$ cat config.mk
export PLATFORM = sky130hd
export DESIGN_NAME = multicycle_datapath
export DESIGN_NICKNAME = d
export VERILOG_FILES = /design/src/rtl/multicycle_datapath.sv
export SDC_FILE = /design/constraint.sdc
export NUM_CORES = 2
export LEC_CHECK = 0
export CAP_MARGIN = 25
export CORE_UTILIZATION = 45
export CTS_CLUSTER_DIAMETER = 40
export CTS_CLUSTER_SIZE = 24
export DETAILED_ROUTE_END_ITERATION = 7
export GPL_TIMING_DRIVEN = 0
export HOLD_SLACK_MARGIN = 0.1
export PLACE_DENSITY = 0.73
export SLEW_MARGIN = 25
export SYNTH_ARGS = -nofsm -noshare
export SYNTH_HDL_FRONTEND = slang
export SYNTH_HIERARCHICAL = 1
export SYNTH_SLANG_ARGS = --single-unit
$ cat constraint.sdc
create_clock -name clk -period 11 [get_ports clk]
set_clock_uncertainty 0.05 [all_clocks]
set_input_delay 2.2 -clock clk [delete_from_list [all_inputs] [get_ports clk]]
set_output_delay 2.2 -clock clk [all_outputs]
set_load 0.01 [all_outputs]
$ cat src/rtl/multicycle_datapath.sv
// Multicycle ARM-style datapath: IR/PC, 16-entry register file (R15 reads PC+4), ALU and muxes.
// Optional barrel shifter on the register SrcB path is enabled by defining MCDP_SHIFTER_EN.

module mcdp_alu #(
  parameter int W = 32
) (
  input  logic [W-1:0] a,
  input  logic [W-1:0] b,
  input  logic [1:0]   ctrl,
  output logic [W-1:0] y,
  output logic [3:0]   flags
);
  logic [W:0]   sum;
  logic [W-1:0] b_eff;
  logic         c, v;

  // SUB is a + ~b + 1, so C=1 means no borrow
  always_comb begin
    b_eff = ctrl[0] ? ~b : b;
    sum   = {1'b0, a} + {1'b0, b_eff} + {{W{1'b0}}, ctrl[0]};
    y     = sum[W-1:0];
    c     = 1'b0;
    v     = 1'b0;
    case (ctrl)
      2'b00, 2'b01: begin
        y = sum[W-1:0];
        c = sum[W];
        v = (a[W-1] == b_eff[W-1]) && (sum[W-1] != a[W-1]);
      end
      2'b10:   y = a & b;
      default: y = a | b;
    endcase
  end

  assign flags = {y[W-1], (y == '0), c, v};
endmodule

module multicycle_datapath #(
  parameter int           W        = 32,
  parameter logic [W-1:0] RESET_PC = '0
) (
  input  logic         clk,
  input  logic         Reset,
  input  logic [W-1:0] ReadData,
  input  logic         PCWrite,
  input  logic         AdrSrc,
  input  logic         IRWrite,
  input  logic         RegWrite,
  input  logic         ALUSrcA,
  input  logic [1:0]   ALUSrcB,
  input  logic [1:0]   ResultSrc,
  input  logic [1:0]   ALUCtrl,
  input  logic [1:0]   RegSrc,
  input  logic [1:0]   ImmSrc,
  output logic [W-1:0] Adr,
  output logic [W-1:0] WriteData,
  output logic [31:0]  Instr,
  output logic [3:0]   ALUFlags,
  output logic [W-1:0] PC
);
  logic [W-1:0]        data, a, b, alu_out;
  logic [W-1:0]        alu_result, result, pc_plus4;
  logic [W-1:0]        ext_imm, src_a, src_b, b_sh;
  logic [3:0]          ra1, ra2, wa;
  logic [14:0][W-1:0]  rf;
  logic [15:0][W-1:0]  rf_view;
  logic [W-1:0]        rd1, rd2;

  assign pc_plus4 = PC + W'(4);
  assign ra1      = RegSrc[0] ? 4'hF : Instr[19:16];
  assign ra2      = RegSrc[1] ? Instr[15:12] : Instr[3:0];
  assign wa       = Instr[15:12];

  // R15 is not storage: it aliases PC+4, so writes to it fall on the floor
  assign rf_view = {pc_plus4, rf};
  assign rd1     = rf_view[ra1];
  assign rd2     = rf_view[ra2];

  for (genvar i = 0; i < 15; i++) begin : g_rf
    always_ff @(posedge clk or negedge Reset) begin
      if (!Reset)                       rf[i] <= '0;
      else if (RegWrite && wa == 4'(i)) rf[i] <= result;
    end
  end

  always_ff @(posedge clk or negedge Reset) begin
    if (!Reset) begin
      Instr   <= '0;
      PC      <= RESET_PC;
      data    <= '0;
      a       <= '0;
      b       <= '0;
      alu_out <= '0;
    end else begin
      if (IRWrite) Instr <= ReadData[31:0];
      if (PCWrite) PC    <= result;
      data    <= ReadData;
      a       <= rd1;
      b       <= rd2;
      alu_out <= alu_result;
    end
  end

  always_comb begin
    ext_imm = '0;
    case (ImmSrc)
      2'b00:   ext_imm = W'(Instr[7:0]);
      2'b01:   ext_imm = W'(Instr[11:0]);
      2'b10:   ext_imm = {{(W-26){Instr[23]}}, Instr[23:0], 2'b00};
      default: ext_imm = '0;
    endcase
  end

`ifdef MCDP_SHIFTER_EN
  logic [4:0] shamt;
  logic [6:0] ror_l;
  assign shamt = Instr[11:7];
  assign ror_l = 7'(W) - 7'(shamt);

  // a shift of 0 makes the ROR left term shift by W, which yields zero
  always_comb begin
    b_sh = b;
    case (Instr[6:5])
      2'b00:   b_sh = b << shamt;
      2'b01:   b_sh = b >> shamt;
      2'b10:   b_sh = $signed(b) >>> shamt;
      default: b_sh = (b >> shamt) | (b << ror_l);
    endcase
  end
`else
  assign b_sh = b;
`endif

  assign src_a = ALUSrcA ? PC : a;

  always_comb begin
    src_b = b_sh;
    case (ALUSrcB)
      2'b00:   src_b = b_sh;
      2'b01:   src_b = ext_imm;
      2'b10:   src_b = W'(4);
      default: src_b = '0;
    endcase
  end

  mcdp_alu #(.W(W)) u_alu (
    .a     (src_a),
    .b     (src_b),
    .ctrl  (ALUCtrl),
    .y     (alu_result),
    .flags (ALUFlags)
  );

  always_comb begin
    result = alu_out;
    case (ResultSrc)
      2'b01:   result = data;
      2'b10:   result = alu_result;
      default: result = alu_out;
    endcase
  end

  assign Adr       = AdrSrc ? result : PC;
  assign WriteData = b;
endmodule

# == Word level (Yosys, flattened, before mapping) ==
# Cells that the tools add are included.
# word_totals
elab_cells,90
in_bits,49
ff_bits,672
output_inout_bits,132
# classes
muxes,15
bitwise_logic,3
n_eq_ne,24
n_addsub,3
reduce_logical,22
magnitude_cmp,2
# op_table
op,count
32-bit binary-select mux with 4-bit select,2
32-bit one-hot mux with 3 select lines,2
32-bit 2-to-1 mux,5
32-bit one-hot mux with 2 select lines,2
32-bit by 32-bit adder with 33-bit output,1
33-bit by 1-bit adder with 33-bit output,1
"32-bit by 3-bit adder with 32-bit output, second input constant",1
32-bit AND,1
32-bit zero test,1
32-bit inverter,1
32-bit bitwise OR,1
"4-bit == test, second input constant",7
"4-bit by 3-bit == test with 1-bit output, second input constant",4
1-bit logical AND,16
"4-bit by 5-bit < comparator with 1-bit output, second input constant",2
"2-bit by 1-bit == test with 1-bit output, second input constant",4
"2-bit == test, second input constant",4
"4-bit by 2-bit == test with 1-bit output, second input constant",2
4-bit 2-to-1 mux,2
2-bit zero test,3
"4-bit by 1-bit == test with 1-bit output, second input constant",1
4-bit zero test,1
1-bit 2-to-1 mux,2
2-bit OR reduction,1
other kinds (2),2

# == Depth between registers and ports, before layout ==
# depth
word_depth,10
mapped_depth,22
ltp_nobuf,20

# == By module ==
# Netlist, hierarchy kept.
# modules_own_cells
mod,cells_per_inst,n_inst,seq_area_each_um2,area_per_inst_um2
multicycle_datapath,3811,1,16816.1,34056.4
mcdp_alu,450,1,0.0,2975.4

# == Least setup slack after synthesis ==
# No wires, ideal clock.
# synth_timing
path_kind,input to output
startpoint,input ALUCtrl[0]
endpoint,output Adr[29]
path_stages,20
n_path_buf,6
t_arrival_ns,6.782
required_ns,8.750
path_slack_ns,1.968
path_cell_list,buf_4 clkbuf_1 clkbuf_1 clkbuf_1 xor2_1 ha_1 clkbuf_1 a21o_1 a31o_2 a22oi_1 a21oi_1 a211o_1 a2111oi_0 o41a_1 nand2_1 a22oi_1 nor2_1 a21oi_1 clkbuf_1 mux2i_1
# synth_via
elab_chain_cells,6
word_cells_on_any_way,10
classes_between,add/sub (2); eq/ne (2); mux (4); reduce/logical (2)
# synth_rtl
element,line,source
start: declaration,52,"input logic [1:0] ALUCtrl,"
32-bit 2-to-1 mux,19,b_eff = ctrl[0] ? ~b : b;
32-bit by 32-bit adder with 33-bit output,20,"sum = {1'b0, a} + {1'b0, b_eff} + {{W{1'b0}}, ctrl[0]};"
33-bit by 1-bit adder with 33-bit output,20,
32-bit one-hot mux with 2 select lines (*),24,case (ctrl)
via alu_result[29],62,"logic [W-1:0] alu_result, result, pc_plus4;"
32-bit one-hot mux with 2 select lines (*),156,case (ResultSrc)
32-bit 2-to-1 mux (*),163,assign Adr = AdrSrc ? result : PC;
end: declaration,55,"output logic [W-1:0] Adr,"
# The timed path passes the listed nets; every way through them passes the cells marked *.

# == Worst setup path in the final report ==
# layout_timing
startpoint,input ALUCtrl[0]
endpoint,output Adr[11]
# Same word-level chain as after synthesis.

==> run summary <==
run status = finished with violations
failing checks = design-rule violations
register area share after synthesis = 45.4%
placed inst area = 40400 um2
Die Wd = 289 um
largest net degree at the start of global routing = 94
Vias = 39200
Main synth FF type = dfrtp_1
fmax = 0.0911 GHz
post-route cell area = 44600 um2
hold path cells = 2
dpl ws = -1.58 ns
Static Leak = 19.2 nW
nets@finish = 4649
yosys warns = 6
initial antenna violation count = 20
share of power burned in registers = 35.1%
I/O pins = 181
Final Hold Vio Count = 0
detailed placer's ending HPWL = 148000 um
FFs w/ async S/R, synth = 100%
H-tree level count = 3
Avg Inst Size Synth = 8.69 um2
CORE AREA = 80900 um2
Crit Path Max Fanout = 19
initial cell density of the core = 45.8%
cells after synthesis = 4261
clk_lat worst skew = 0.71 ns
CTS clock-pin slew for the worst setup and hold paths = 0.05 ns
Die Area = 83400 um2
R2R Setup Slk = 3.91 ns
fin worst setup slack = 0.0283 ns
CTS Sinks = 672
Max-Cap Viols = 0
Psw = 0.00509 W
Die Y = 289 um
FF-to-FF End = rf[211]$_DFFE_PN0P_
Slew HR = 13.3%
number of enable flip-flop cells after synthesis = 0
Worst Setup End Kind = output port
Critical Path AT = 8.72 ns
worst setup path class = in -> out
crit share post-route = 99.7%
vias in the first global route = 36500
Logic pwr share = 34.1%
layout cells sized above 1 = 11.3%
GRT Total Usage = 48.2%
hold_buf cts = 0
Clock Tree Buf Depth = 3
worst min path class = reg -> reg
RSZ-0062 raised after global routing = true
DRC viols = 3
routed length per instance = 35.4 um
Worst-Margin Slew = 1.30 ns
Port Buffer Count = 174
hold path endpoint = rf[381]$_DFFE_PN0P_
Mapped Nets = 4353
Area growth, synth to finish = 20.4%
number of synthesized register bits = 672
DR pass1 iterations = 8
grt ovf = 0
Sw Ratio = 41.8%
Detailed Route WL = 203000 um
first-pass GRT wire length = 279000 um
Final Critical Period = 10.97 ns
DRT antenna net count = 0
initial DRC count = 6544
vias per cell = 6.84
# rows = 104
CTS tree = yes
R2R Path Start = Instr[16]$_DFFE_PN0P_
Root Driver = clkbuf_16
Hold Crit Start = rf[381]$_DFFE_PN0P_
PwrDens = 273 nW/um2
final setup vio count = 0
CTS Buf Count = 112
Worst Path Required = 8.75 ns
Syn Std Cell Area = 37000 um2
Int Pwr = 0.00708 W
R2R cell count = 18
routability cong. = 1.11
Final Max Tran Viols = 0
Yosys cell types = 75
kind of start point of the critical path = input port
Filler cells = 7482
VDD IR-drop max = 172 uV
part of the power in the clock network = 30.8%
cells by family (layout without fill, tap and decap cells):
family | count (synthesis) | in the layout | share of synthesized area [%]
fa+ha+maj | 69 | 69 | 2.18
mux | 282 | 282 | 9.37
buf+inv | 421 | 815 | 4.69
xor+xnor | 80 | 80 | 1.89
flops | 672 | 672 | 45.4
compound gates | 1170 | 1170 | 18.6
simple gates | 1567 | 1567 | 17.9
other cells | 0 | 19 | 0
cells in the mapped netlist, types with 32 or more instances:
library cell  count  area [um2]
a211oi_1         40         300
a21oi_1         189         946
a22oi_1          40         300
a311oi_1         40         350
a31oi_1          46         288
and3_1           43         269
buf_1            32         120
buf_2            83         415
clkbuf_1        236         886
dfrtp_1         672       16800
ha_1             42         526
inv_1            57         214
mux2_2           85         957
mux2i_1         152        1520
mux4_2           42         946
nand2_1        1060        3980
nand3_1         177         886
nor2_1          123         462
nor2b_1          46         288
nor3_1           40         200
o21ai_0         616        3080
o22ai_1          34         213
xnor2_1          37         324
xor2_1           43         377
cells in the final DEF, fill, tap and decap left out, drive strengths merged, types with 8 or more instances in the layout:
cell and count:
nand2 1060, dfrtp 672, o21ai 620, clkbuf 366, a21oi 189, nand3 177, clkdlybuf4s50 173, mux2i 153
buf 137, nor2 123, inv 89, mux2 87, nor2b 46, a31oi 46, and3 43, xor2 43
mux4 42, ha 42, nor3 41, a22oi 40, a211oi 40, a311oi 40, xnor2 37, o22ai 34
o221ai 31, nand4 27, maj3 26, clkinv 25, a21o 22, diode 19, a221oi 16, a22o 15
clkinvlp 14, o211ai 12, bufinv 11, a222oi 9, or3 9, nor3b 9, o2111ai 8
timing repair:
item,CTS,global route
endpoints found under the setup margin,26,19
hold endpoints to repair,0,0
buffers inserted,0,0
resized for setup,24,34
power by group through the flow:
stage               sequential [W]  combinational, W  clock (W)
finish                     0.00427           0.00415    0.00374
global route               0.00432           0.00436    0.00384
CTS                        0.00420           0.00391    0.00373
detailed placement         0.00422           0.00388          0
global placement           0.00422           0.00380          0
floorplan                  0.00391           0.00226          0
sequential cells by signal (all words and copies together) (netlist names):
name	cells
data	32
PC	32
rf	480
Instr	32
alu_out	32
a	32
WriteData	32
metrics by stage:
| stage | cells | power, W | TNS (ns) | hold slack [ns] | utilization (%) |
|---|---|---|---|---|---|
| after floorplan | 4261 | 0.00617 | 0 | 0.411 | - |
| after detailed placement | 5505 | 0.00809 | -22.91 | 0.436 | 49.9 |
| after CTS | 5716 | 0.0118 | 0 | 0.452 | 54.9 |
| after global placement | 5495 | 0.00802 | - | 0.429 | 49.5 |
| after global routing | 5717 | 0.0125 | -0.113 | 0.471 | 55.0 |
| final | 5734 | 0.0122 | 0 | 0.453 | 55.1 |
per-layer routing:
metal / GRT usage [%] / routed length [um] / up-vias
li1: - / - / 15700
met1: 60.4 / 74400 / 19100
met2: 66.4 / 81300 / 3518
met3: 22.7 / 31200 / 945
met4: 30.4 / 16000 / 20
met5: 1.02 / 246 / -
layout make-up:
type	instances	area [um2]	area share, %
inverters	58	218	0.488
flip-flops and latches	672	16800	37.7
well taps	1060	1330	2.97
repair buffers	184	1970	4.42
multi-input cells	3168	18600	41.8
diodes	19	47.5	0.107
clock inverters	81	978	2.19
clock buffers	131	3040	6.81
plain buffers	361	1570	3.52
critical path: stages:
cell and delay, ns:
clkdlybuf4s50_1 0.64, buf_4 0.33, buf_2 0.39, clkbuf_2 0.46, xor2_1 0.13, ha_1 0.37
nand2_1 0.08, o211ai_1 0.53, a21oi_1 0.20, o21ai_0 0.23, xnor2_1 0.14, o21ai_0 0.41
a22oi_1 0.34, nor2_1 0.08, a21oi_2 0.53, clkbuf_1 0.71, mux2i_1 0.34, clkdlybuf4s50_1 0.57
worst max path at each step:
stage / startpoint / end / slack, ns / cells after the start
after floorplan: ALUCtrl[0] / Adr[29] / 1.97 / 20
after detailed placement: ALUCtrl[0] / Adr[30] / -1.58 / 22
after global placement: Reset / alu_out[2]$_DFF_PN0_ / -22.77 / 1
final: ALUCtrl[0] / Adr[11] / 0.03 / 18
after CTS: ALUSrcB[1] / Adr[25] / 0.04 / 24
after global routing: ALUSrcB[1] / Adr[29] / -0.11 / 24
Power figures use the tool's default switching activity.
